--- src/rtl/apb_cmd_master_pkg.sv ---
// Shared types for the APB command master.
//   apb_state_e : APB transfer phase (encoding shared with the existing master)
//   apb_cmd_t   : one queued command {write, addr, wdata} at the default bus widths
//   wait_cnt_w  : width of a saturating counter that must reach n
package apb_cmd_master_pkg;

  localparam int unsigned ApbAddrW = 4;
  localparam int unsigned ApbDataW = 8;

  typedef enum logic [1:0] {
    IDLE   = 2'b00,
    SETUP  = 2'b01,
    ACCESS = 2'b11
  } apb_state_e;

  typedef struct packed {
    logic                write;
    logic [ApbAddrW-1:0] addr;
    logic [ApbDataW-1:0] wdata;
  } apb_cmd_t;

  // A zero-width counter is illegal, so n=0 still gets one bit.
  function automatic int unsigned wait_cnt_w(input int unsigned n);
    return (n == 0) ? 1 : $clog2(n + 1);
  endfunction

endpackage

--- src/rtl/apb_cmd_master_if.sv ---
// Command, response and APB bus signals of the APB command master.
//   master : view of the bridge (drives cmd_ready/rsp_*/APB requests)
//   slave  : view of the environment (command source, response sink, APB responder)
interface apb_cmd_master_if #(
  parameter int unsigned ADDR_W = 4,
  parameter int unsigned DATA_W = 8
) ();
  logic              cmd_valid_i;
  logic              cmd_ready_o;
  logic              cmd_write_i;
  logic [ADDR_W-1:0] cmd_addr_i;
  logic [DATA_W-1:0] cmd_wdata_i;
  logic              rsp_valid_o;
  logic              rsp_ready_i;
  logic              rsp_write_o;
  logic [DATA_W-1:0] rsp_rdata_o;
  logic              rsp_err_o;
  logic              psel_o;
  logic              penable_o;
  logic [ADDR_W-1:0] paddr_o;
  logic              pwrite_o;
  logic [DATA_W-1:0] pwdata_o;
  logic [DATA_W-1:0] prdata_i;
  logic              pready_i;
  logic              pslverr_i;

  modport master (
    input  cmd_valid_i, cmd_write_i, cmd_addr_i, cmd_wdata_i, rsp_ready_i,
           prdata_i, pready_i, pslverr_i,
    output cmd_ready_o, rsp_valid_o, rsp_write_o, rsp_rdata_o, rsp_err_o,
           psel_o, penable_o, paddr_o, pwrite_o, pwdata_o
  );

  modport slave (
    output cmd_valid_i, cmd_write_i, cmd_addr_i, cmd_wdata_i, rsp_ready_i,
           prdata_i, pready_i, pslverr_i,
    input  cmd_ready_o, rsp_valid_o, rsp_write_o, rsp_rdata_o, rsp_err_o,
           psel_o, penable_o, paddr_o, pwrite_o, pwdata_o
  );
endinterface

--- src/rtl/apb_cmd_master_fifo.sv ---
// Command FIFO of the APB command master.
//   i_push/i_data : write one command (ignored when full)
//   i_pop/o_data  : o_data is the head; i_pop drops it (ignored when empty)
//   o_full/o_empty/o_count : occupancy
// DEPTH must be a power of two so the pointers wrap naturally.
module apb_cmd_fifo
  import apb_cmd_master_pkg::*;
#(
  parameter int unsigned DEPTH = 4
) (
  input  logic                     pclk,
  input  logic                     preset_n,
  input  logic                     i_push,
  input  apb_cmd_t                 i_data,
  input  logic                     i_pop,
  output apb_cmd_t                 o_data,
  output logic                     o_full,
  output logic                     o_empty,
  output logic [$clog2(DEPTH):0]   o_count
);
  localparam int unsigned PtrW = $clog2(DEPTH);
  localparam logic [PtrW:0] FullCnt = DEPTH[PtrW:0];

  apb_cmd_t        r_mem [DEPTH];
  logic [PtrW-1:0] r_wr_ptr;
  logic [PtrW-1:0] r_rd_ptr;
  logic [PtrW:0]   r_count;
  logic            w_push;
  logic            w_pop;

  assign o_full  = (r_count == FullCnt);
  assign o_empty = (r_count == '0);
  assign o_count = r_count;
  assign o_data  = r_mem[r_rd_ptr];
  assign w_push  = i_push & ~o_full;
  assign w_pop   = i_pop & ~o_empty;

  always_ff @(posedge pclk or negedge preset_n) begin
    if (!preset_n) begin
      r_wr_ptr <= '0;
      r_rd_ptr <= '0;
      r_count  <= '0;
    end else begin
      if (w_push) r_wr_ptr <= r_wr_ptr + 1'b1;
      if (w_pop)  r_rd_ptr <= r_rd_ptr + 1'b1;
      unique case ({w_push, w_pop})
        2'b10:   r_count <= r_count + 1'b1;
        2'b01:   r_count <= r_count - 1'b1;
        default: r_count <= r_count;
      endcase
    end
  end

  // Storage needs no reset: entries are only read after being written.
  always_ff @(posedge pclk) begin
    if (w_push) r_mem[r_wr_ptr] <= i_data;
  end

endmodule

--- src/rtl/apb_cmd_master.sv ---
// APB initiator bridge: queues commands from a valid/ready port and runs them
// one at a time as IDLE/SETUP/ACCESS transfers, returning one response each.
//   pclk, preset_n : clock, asynchronous active-low reset
//   bus (master)   : cmd_* command port, rsp_* response port, APB request/response
//   busy_o         : commands queued, transfer in flight or response pending
module apb_cmd_master
  import apb_cmd_master_pkg::*;
#(
  parameter int unsigned ADDR_W     = ApbAddrW,
  parameter int unsigned DATA_W     = ApbDataW,
  parameter int unsigned FIFO_DEPTH = 4,
  parameter int unsigned TIMEOUT    = 15
) (
  input  logic                pclk,
  input  logic                preset_n,
  apb_cmd_master_if.master    bus,
  output logic                busy_o
);
  localparam int unsigned WaitW = wait_cnt_w(TIMEOUT);
  localparam logic [WaitW-1:0] WaitLast = WaitW'(TIMEOUT - 1);

  apb_state_e          r_state;
  apb_state_e          w_state_next;
  logic [WaitW-1:0]    r_wait;
  logic [ADDR_W-1:0]   r_paddr;
  logic                r_pwrite;
  logic [DATA_W-1:0]   r_pwdata;
  logic                r_rsp_valid;
  logic                r_rsp_write;
  logic [DATA_W-1:0]   r_rsp_rdata;
  logic                r_rsp_err;

  apb_cmd_t            w_push_cmd;
  apb_cmd_t            w_head;
  logic                w_fifo_full;
  logic                w_fifo_empty;
  logic [$clog2(FIFO_DEPTH):0] w_fifo_count;
  logic                w_rsp_take;
  logic                w_issue;
  logic                w_done;
  logic                w_abort;

  assign w_push_cmd.write = bus.cmd_write_i;
  assign w_push_cmd.addr  = bus.cmd_addr_i;
  assign w_push_cmd.wdata = bus.cmd_wdata_i;

  apb_cmd_fifo #(
    .DEPTH (FIFO_DEPTH)
  ) u_fifo (
    .pclk     (pclk),
    .preset_n (preset_n),
    .i_push   (bus.cmd_valid_i),
    .i_data   (w_push_cmd),
    .i_pop    (w_issue),
    .o_data   (w_head),
    .o_full   (w_fifo_full),
    .o_empty  (w_fifo_empty),
    .o_count  (w_fifo_count)
  );

  assign w_rsp_take = r_rsp_valid & bus.rsp_ready_i;
  // A response leaving at this edge frees the slot, so the next transfer may
  // start at the same edge; this keeps back-to-back transfers at three cycles.
  assign w_issue = (r_state == IDLE) & ~w_fifo_empty & (~r_rsp_valid | w_rsp_take);
  assign w_done  = (r_state == ACCESS) & bus.pready_i;
  assign w_abort = (r_state == ACCESS) & ~bus.pready_i & (TIMEOUT != 0) &
                   (r_wait == WaitLast);

  always_ff @(posedge pclk or negedge preset_n) begin
    if (!preset_n) r_state <= IDLE;
    else           r_state <= w_state_next;
  end

  always_comb begin
    w_state_next = r_state;
    unique case (r_state)
      IDLE:    if (w_issue) w_state_next = SETUP;
      SETUP:   w_state_next = ACCESS;
      ACCESS:  if (w_done || w_abort) w_state_next = IDLE;
      default: w_state_next = IDLE;
    endcase
  end

  // psel/penable decode straight from the state register, so reset drops
  // them without waiting for a clock edge.
  always_comb begin
    bus.psel_o    = (r_state != IDLE);
    bus.penable_o = (r_state == ACCESS);
  end

  always_ff @(posedge pclk or negedge preset_n) begin
    if (!preset_n) begin
      r_paddr  <= '0;
      r_pwrite <= 1'b0;
      r_pwdata <= '0;
      r_wait   <= '0;
    end else begin
      if (w_issue) begin
        r_paddr  <= w_head.addr;
        r_pwrite <= w_head.write;
        r_pwdata <= w_head.wdata;
        r_wait   <= '0;
      end else if ((r_state == ACCESS) && !bus.pready_i && !w_abort && (r_wait != '1)) begin
        r_wait <= r_wait + 1'b1;
      end
    end
  end

  always_ff @(posedge pclk or negedge preset_n) begin
    if (!preset_n) begin
      r_rsp_valid <= 1'b0;
      r_rsp_write <= 1'b0;
      r_rsp_rdata <= '0;
      r_rsp_err   <= 1'b0;
    end else if (w_done) begin
      r_rsp_valid <= 1'b1;
      r_rsp_write <= r_pwrite;
      r_rsp_rdata <= (!r_pwrite && !bus.pslverr_i) ? bus.prdata_i : '0;
      r_rsp_err   <= bus.pslverr_i;
    end else if (w_abort) begin
      r_rsp_valid <= 1'b1;
      r_rsp_write <= r_pwrite;
      r_rsp_rdata <= '0;
      r_rsp_err   <= 1'b1;
    end else if (w_rsp_take) begin
      r_rsp_valid <= 1'b0;
    end
  end

  assign bus.cmd_ready_o = ~w_fifo_full;
  assign bus.paddr_o     = r_paddr;
  assign bus.pwrite_o    = r_pwrite;
  assign bus.pwdata_o    = r_pwdata;
  assign bus.rsp_valid_o = r_rsp_valid;
  assign bus.rsp_write_o = r_rsp_write;
  assign bus.rsp_rdata_o = r_rsp_rdata;
  assign bus.rsp_err_o   = r_rsp_err;
  assign busy_o          = ~w_fifo_empty | (r_state != IDLE) | r_rsp_valid;

  // Occupancy is visible through cmd_ready_o/busy_o; the raw count is unused here.
  logic w_unused;
  assign w_unused = ^w_fifo_count;

endmodule

--- src/flat_wrapper.sv ---
// flat-port wrapper written by rule: the top's interface ports become plain ports
module apb_cmd_master_flat import apb_cmd_master_pkg::*;
#(
  parameter int unsigned ADDR_W     = ApbAddrW,
  parameter int unsigned DATA_W     = ApbDataW,
  parameter int unsigned FIFO_DEPTH = 4,
  parameter int unsigned TIMEOUT    = 15
)
  (pclk, preset_n, busy_o, bus_cmd_valid_i, bus_cmd_write_i, bus_cmd_addr_i, bus_cmd_wdata_i, bus_rsp_ready_i, bus_prdata_i, bus_pready_i, bus_pslverr_i, bus_cmd_ready_o, bus_rsp_valid_o, bus_rsp_write_o, bus_rsp_rdata_o, bus_rsp_err_o, bus_psel_o, bus_penable_o, bus_paddr_o, bus_pwrite_o, bus_pwdata_o);
  apb_cmd_master_if #(.ADDR_W(ADDR_W), .DATA_W(DATA_W)) bus_i ();
  input  logic pclk;
  input  logic preset_n;
  output logic busy_o;
  input wire logic [$bits(bus_i.cmd_valid_i)-1:0] bus_cmd_valid_i;
  input wire logic [$bits(bus_i.cmd_write_i)-1:0] bus_cmd_write_i;
  input wire logic [$bits(bus_i.cmd_addr_i)-1:0] bus_cmd_addr_i;
  input wire logic [$bits(bus_i.cmd_wdata_i)-1:0] bus_cmd_wdata_i;
  input wire logic [$bits(bus_i.rsp_ready_i)-1:0] bus_rsp_ready_i;
  input wire logic [$bits(bus_i.prdata_i)-1:0] bus_prdata_i;
  input wire logic [$bits(bus_i.pready_i)-1:0] bus_pready_i;
  input wire logic [$bits(bus_i.pslverr_i)-1:0] bus_pslverr_i;
  output wire logic [$bits(bus_i.cmd_ready_o)-1:0] bus_cmd_ready_o;
  output wire logic [$bits(bus_i.rsp_valid_o)-1:0] bus_rsp_valid_o;
  output wire logic [$bits(bus_i.rsp_write_o)-1:0] bus_rsp_write_o;
  output wire logic [$bits(bus_i.rsp_rdata_o)-1:0] bus_rsp_rdata_o;
  output wire logic [$bits(bus_i.rsp_err_o)-1:0] bus_rsp_err_o;
  output wire logic [$bits(bus_i.psel_o)-1:0] bus_psel_o;
  output wire logic [$bits(bus_i.penable_o)-1:0] bus_penable_o;
  output wire logic [$bits(bus_i.paddr_o)-1:0] bus_paddr_o;
  output wire logic [$bits(bus_i.pwrite_o)-1:0] bus_pwrite_o;
  output wire logic [$bits(bus_i.pwdata_o)-1:0] bus_pwdata_o;
  assign bus_i.cmd_valid_i = bus_cmd_valid_i;
  assign bus_i.cmd_write_i = bus_cmd_write_i;
  assign bus_i.cmd_addr_i = bus_cmd_addr_i;
  assign bus_i.cmd_wdata_i = bus_cmd_wdata_i;
  assign bus_i.rsp_ready_i = bus_rsp_ready_i;
  assign bus_i.prdata_i = bus_prdata_i;
  assign bus_i.pready_i = bus_pready_i;
  assign bus_i.pslverr_i = bus_pslverr_i;
  assign bus_cmd_ready_o = bus_i.cmd_ready_o;
  assign bus_rsp_valid_o = bus_i.rsp_valid_o;
  assign bus_rsp_write_o = bus_i.rsp_write_o;
  assign bus_rsp_rdata_o = bus_i.rsp_rdata_o;
  assign bus_rsp_err_o = bus_i.rsp_err_o;
  assign bus_psel_o = bus_i.psel_o;
  assign bus_penable_o = bus_i.penable_o;
  assign bus_paddr_o = bus_i.paddr_o;
  assign bus_pwrite_o = bus_i.pwrite_o;
  assign bus_pwdata_o = bus_i.pwdata_o;
  apb_cmd_master #(.ADDR_W(ADDR_W), .DATA_W(DATA_W), .FIFO_DEPTH(FIFO_DEPTH), .TIMEOUT(TIMEOUT)) u_core (.pclk(pclk), .preset_n(preset_n), .bus(bus_i), .busy_o(busy_o));
endmodule
--- config.mk ---
export PLATFORM = sky130hd
export DESIGN_NAME = apb_cmd_master_flat
export DESIGN_NICKNAME = d
export VERILOG_FILES = /design/src/rtl/apb_cmd_master_pkg.sv /design/src/rtl/apb_cmd_master_if.sv /design/src/rtl/apb_cmd_master_fifo.sv /design/src/rtl/apb_cmd_master.sv /design/src/flat_wrapper.sv
export SDC_FILE = /design/constraint.sdc
export NUM_CORES = 1
export LEC_CHECK = 0
export ABC_AREA = 1
export CAP_MARGIN = 30
export CELL_PAD_IN_SITES_DETAIL_PLACEMENT = 2
export CELL_PAD_IN_SITES_GLOBAL_PLACEMENT = 2
export CORE_AREA = 2 2 107 109
export DETAILED_ROUTE_END_ITERATION = 10
export DIE_AREA = 0 0 109 111
export GPL_TIMING_DRIVEN = 1
export PLACE_DENSITY_LB_ADDON = 0.1
export SLEW_MARGIN = 20
export SYNTH_ARGS = -nofsm -noshare
export SYNTH_HDL_FRONTEND = slang
export SYNTH_SLANG_ARGS = --single-unit
--- constraint.sdc ---
create_clock -name pclk -period 3 [get_ports pclk]
set_input_delay 0.3 -clock pclk [delete_from_list [all_inputs] [get_ports pclk]]
set_output_delay 0.3 -clock pclk [all_outputs]
set_load 0.03 [all_outputs]
==> metrics.md <==
| Metric | Value |
|---|---|
| Outcome | completed |
| Crit path DAT | 2.37 ns |
| Main combinational cell family by area after synthesis | simple AND/OR/NAND/NOR gates |
| Placement Rows | 39 |
| Post-synth ARST share | 41.6% |
| Synth-to-layout area growth | 27.2% |
| Nets | 434 |
| PortBufs | 54 |
| Critical Path Source Type | flip-flop |
| Min Tclk post-route | between 2 and 2.5 ns |
| Post-DP Area | between 4000 and 5000 µm² |
| # diodes | 0 |
| Post-synth top flop | edfxtp_1 |
| Final Slew Violations | 0 |
| Leak | 2.06 nW |
| Via count | 2582 |
| Pwr dens | 1080 nW/µm² |
| Die width | 109 µm |
| CORE AREA | 11100 µm² |
| Die Footprint | between 10000 and 15000 µm² |
| Pin count of the biggest net entering global routing | 56 |
| Register area share after synthesis | roughly two thirds |
| Post-synth EDFFs | 52 |
| Area of the multi-input gates | 1010 µm² |
| Post-Syn Instances | 338 |
| GR Util All Layers | 16.4% |
| Synthesized cell area | 3750 µm² |
| CTS tree | done |
| Design area | ~4800 µm² |
| Detailed Route Iter0 Violations | 117 |
| Max clock buf depth | 2 |
| Most frequent cells in the layout | nand2_1, clkdlybuf4s50_1, edfxtp_1 |
| Fmax | about 0.47 GHz |
| Post-CTS setup buffers | 0 |
| Die Ht | 111 µm |
| DR vias/cell | 4.72 |
| Wire per inst | between 15 and 20 µm |
| Final Cycle Share | 70.3% |
| Unrepaired setup endpoints after global routing | no |
| Post-DRT Antenna Nets | 0 |
| Post-Synth Simple-Gate Area | roughly 15% |
| Drt pass-1 iters | 4 |
| CTS clk-pin slew, worst paths | 0.06 ns |
| Io pins | 55 |
| Starting Density | 33.9% |
| Setup TNS | 0 ns |
| Global-route wire length before repair | 15000 µm |
| Hold Crit Class | in2async |
| Remaining DRCs | 0 |
| CTS Buf Count | 9 |
| Post-Synth XOR/XNOR Area | 0.933% |
| CTS sink cnt | between 80 and 90 |
| CTS-repair resized insts | 0 |
| FILL cells | between 1000 and 1500 |
| # setup viols final | 0 |
| Synth Register Bits | 89 |
| Clock latency on the worst-skew pair | between 0.3 and 0.4 ns |
| CTS H-Tree Depth | 3 |
| Root buffer cell | clkbuf_16 |
| Synth top area cells | edfxtp_1, dfrtp_1, nand2_1 |
| Mux cell area share after synthesis | 0% |
| Fin Clk Skew | about 0.0048 ns |
| Mean post-synth cell area | around 11 µm² |
| Share of the synthesized area in the top cell type | 41.6% |
| HPWL after DPL | 5880 µm |
| Post-Synth Adder-Cell Area | 2.87% |
| Yosys cell types | 30 |
| Kind of critical path | reg2reg |
| Post-synthesis net count | 373 |
| Complex-gate fraction of the synthesized area | under 10% |
| Register area | 2490 µm² |
| WP data required | 3.26 ns |
| Most common cell after layout, fill and taps aside | nand2_1 |
| Final Hold Viols | 0 |
| Maximum vdd drop | 380 µV |
| Yosys Warn Count | 0 |
| Vias in the first global route | 2925 |
| Actual slew at the worst max-slew pin | 0.657 ns |
| Routability cong. | 0.712 |
| GRT overflow | 0 |
| Initial antenna violation count | 0 |
| Max-cap violations | 0 |
| Relative slew slack | 56.2% |
| Crit-path max FO | 8 |
| Total Wirelength | 9110 µm |
| Crit. End Element | flip-flop |
| Share of layout cells above drive strength 1 | between 8 and 9% |
| Synth area leader | edfxtp_1 |
[cells by family after synthesis]
kind of cell,Yosys count
adders and majority gates,8
and+or+nand+nor,119
xor gates and xnor gates,4
buffers and inverters,60
DFF,89
AOI/OAI and AO/OA,58
[through the flow]
step	util [%]	hold WS [ns]	total power, W	cells	setup slack, ns
after floorplan	-	0.00441	0.00326	338	0.793
final	43.1	0.374	0.00514	547	0.891
after CTS	42.8	0.115	0.00525	545	0.842
after detailed placement	40.1	0.475	0.00405	529	0.599
after global placement	40.1	0.462	0.00393	529	0.698
after global routing	43.1	0.398	0.00553	547	0.719
[synthesized netlist by cell type, types with 2 or more instances]
library cell   n
nand2_1       62
edfxtp_1      52
inv_1         46
dfrtp_1       37
nand3_1       33
a21oi_1       28
o21ai_0       26
nor2_1        11
buf_2          8
ha_1           7
xor2_1         3
inv_2          2
nand2_2        2
nand3_2        2
nor2_2         2
nor3_4         2
o21ai_1        2
[worst max-delay path, stage by stage, from the launching register on]
cell	delay, ns
dfrtp_1	0.42
inv_1	0.14
nand3_1	0.12
nand2_2	0.17
ha_1	0.17
inv_1	0.07
fa_1	0.40
or2_2	0.31
nand2_1	0.08
xor2_1	0.14
[metal layers]
metal | global-route usage (%) | routed length (µm) | vias up
met4 | 4.44 | 85 | 0
met3 | 3.88 | 358 | 7
met2 | 28.4 | 4670 | 49
li1 | - | - | 1245
met5 | 0 | 0 | -
met1 | 20.4 | 4000 | 1281
[worst paths after layout]
kind	from	to	slack, ns	depth (start not counted)
max	u_core.u_fifo.o_count[1]	u_core.u_fifo.o_count[2]	0.89	9
min	preset_n	u_core.u_fifo.o_count[2]	0.37	2
max reg2reg	u_core.u_fifo.o_count[1]	u_core.u_fifo.o_count[2]	0.89	9
min reg2reg	u_core.bus.rsp_rdata_o[5]	u_core.bus.rsp_rdata_o[5]	0.48	2
max in group asynchronous	preset_n	u_core.bus.pwdata_o[2]	2.18	3
min in group pclk	u_core.bus.rsp_rdata_o[5]	u_core.bus.rsp_rdata_o[5]	0.48	2
[flip-flops by register name, indices dropped and copies added, names as in the netlist]
signal,cells
u_core.bus.paddr_o,4
u_core.bus.pwdata_o,8
u_core.bus.pwrite_o,1
u_core.bus.rsp_err_o,1
u_core.bus.rsp_rdata_o,8
u_core.bus.rsp_valid_o,1
u_core.bus.rsp_write_o,1
u_core.r_state,2
u_core.r_wait,4
u_core.u_fifo.o_count,3
u_core.u_fifo.r_mem,52
u_core.u_fifo.r_rd_ptr,2
u_core.u_fifo.r_wr_ptr,2
[repair_timing]
item / CTS / global route
hold buffers: 0 / 1
endpoints found under the setup margin: 0 / 0
endpoints found under the hold margin: 0 / 9
[where the power goes]
part           total (W)  switching, W  internal [W]  leakage, nW
clock            0.00116      0.000454      0.000702        0.150
sequential       0.00194      0.000245       0.00169        0.941
combinational    0.00205       0.00132      0.000736        0.965
[area by class of cell]
cell class | instances | share of cell area [%]
Timing Repair Buffer | 62 | 12.8
Inverter | 48 | 3.77
Clock inverter | 3 | 0.996
Multi-Input combinational cell | 189 | 21.1
Tap cell | 143 | 3.75
Sequential cell | 89 | 52.1
Clock buffer | 13 | 5.48
No activity file was read; power rests on OpenSTA's default activity.
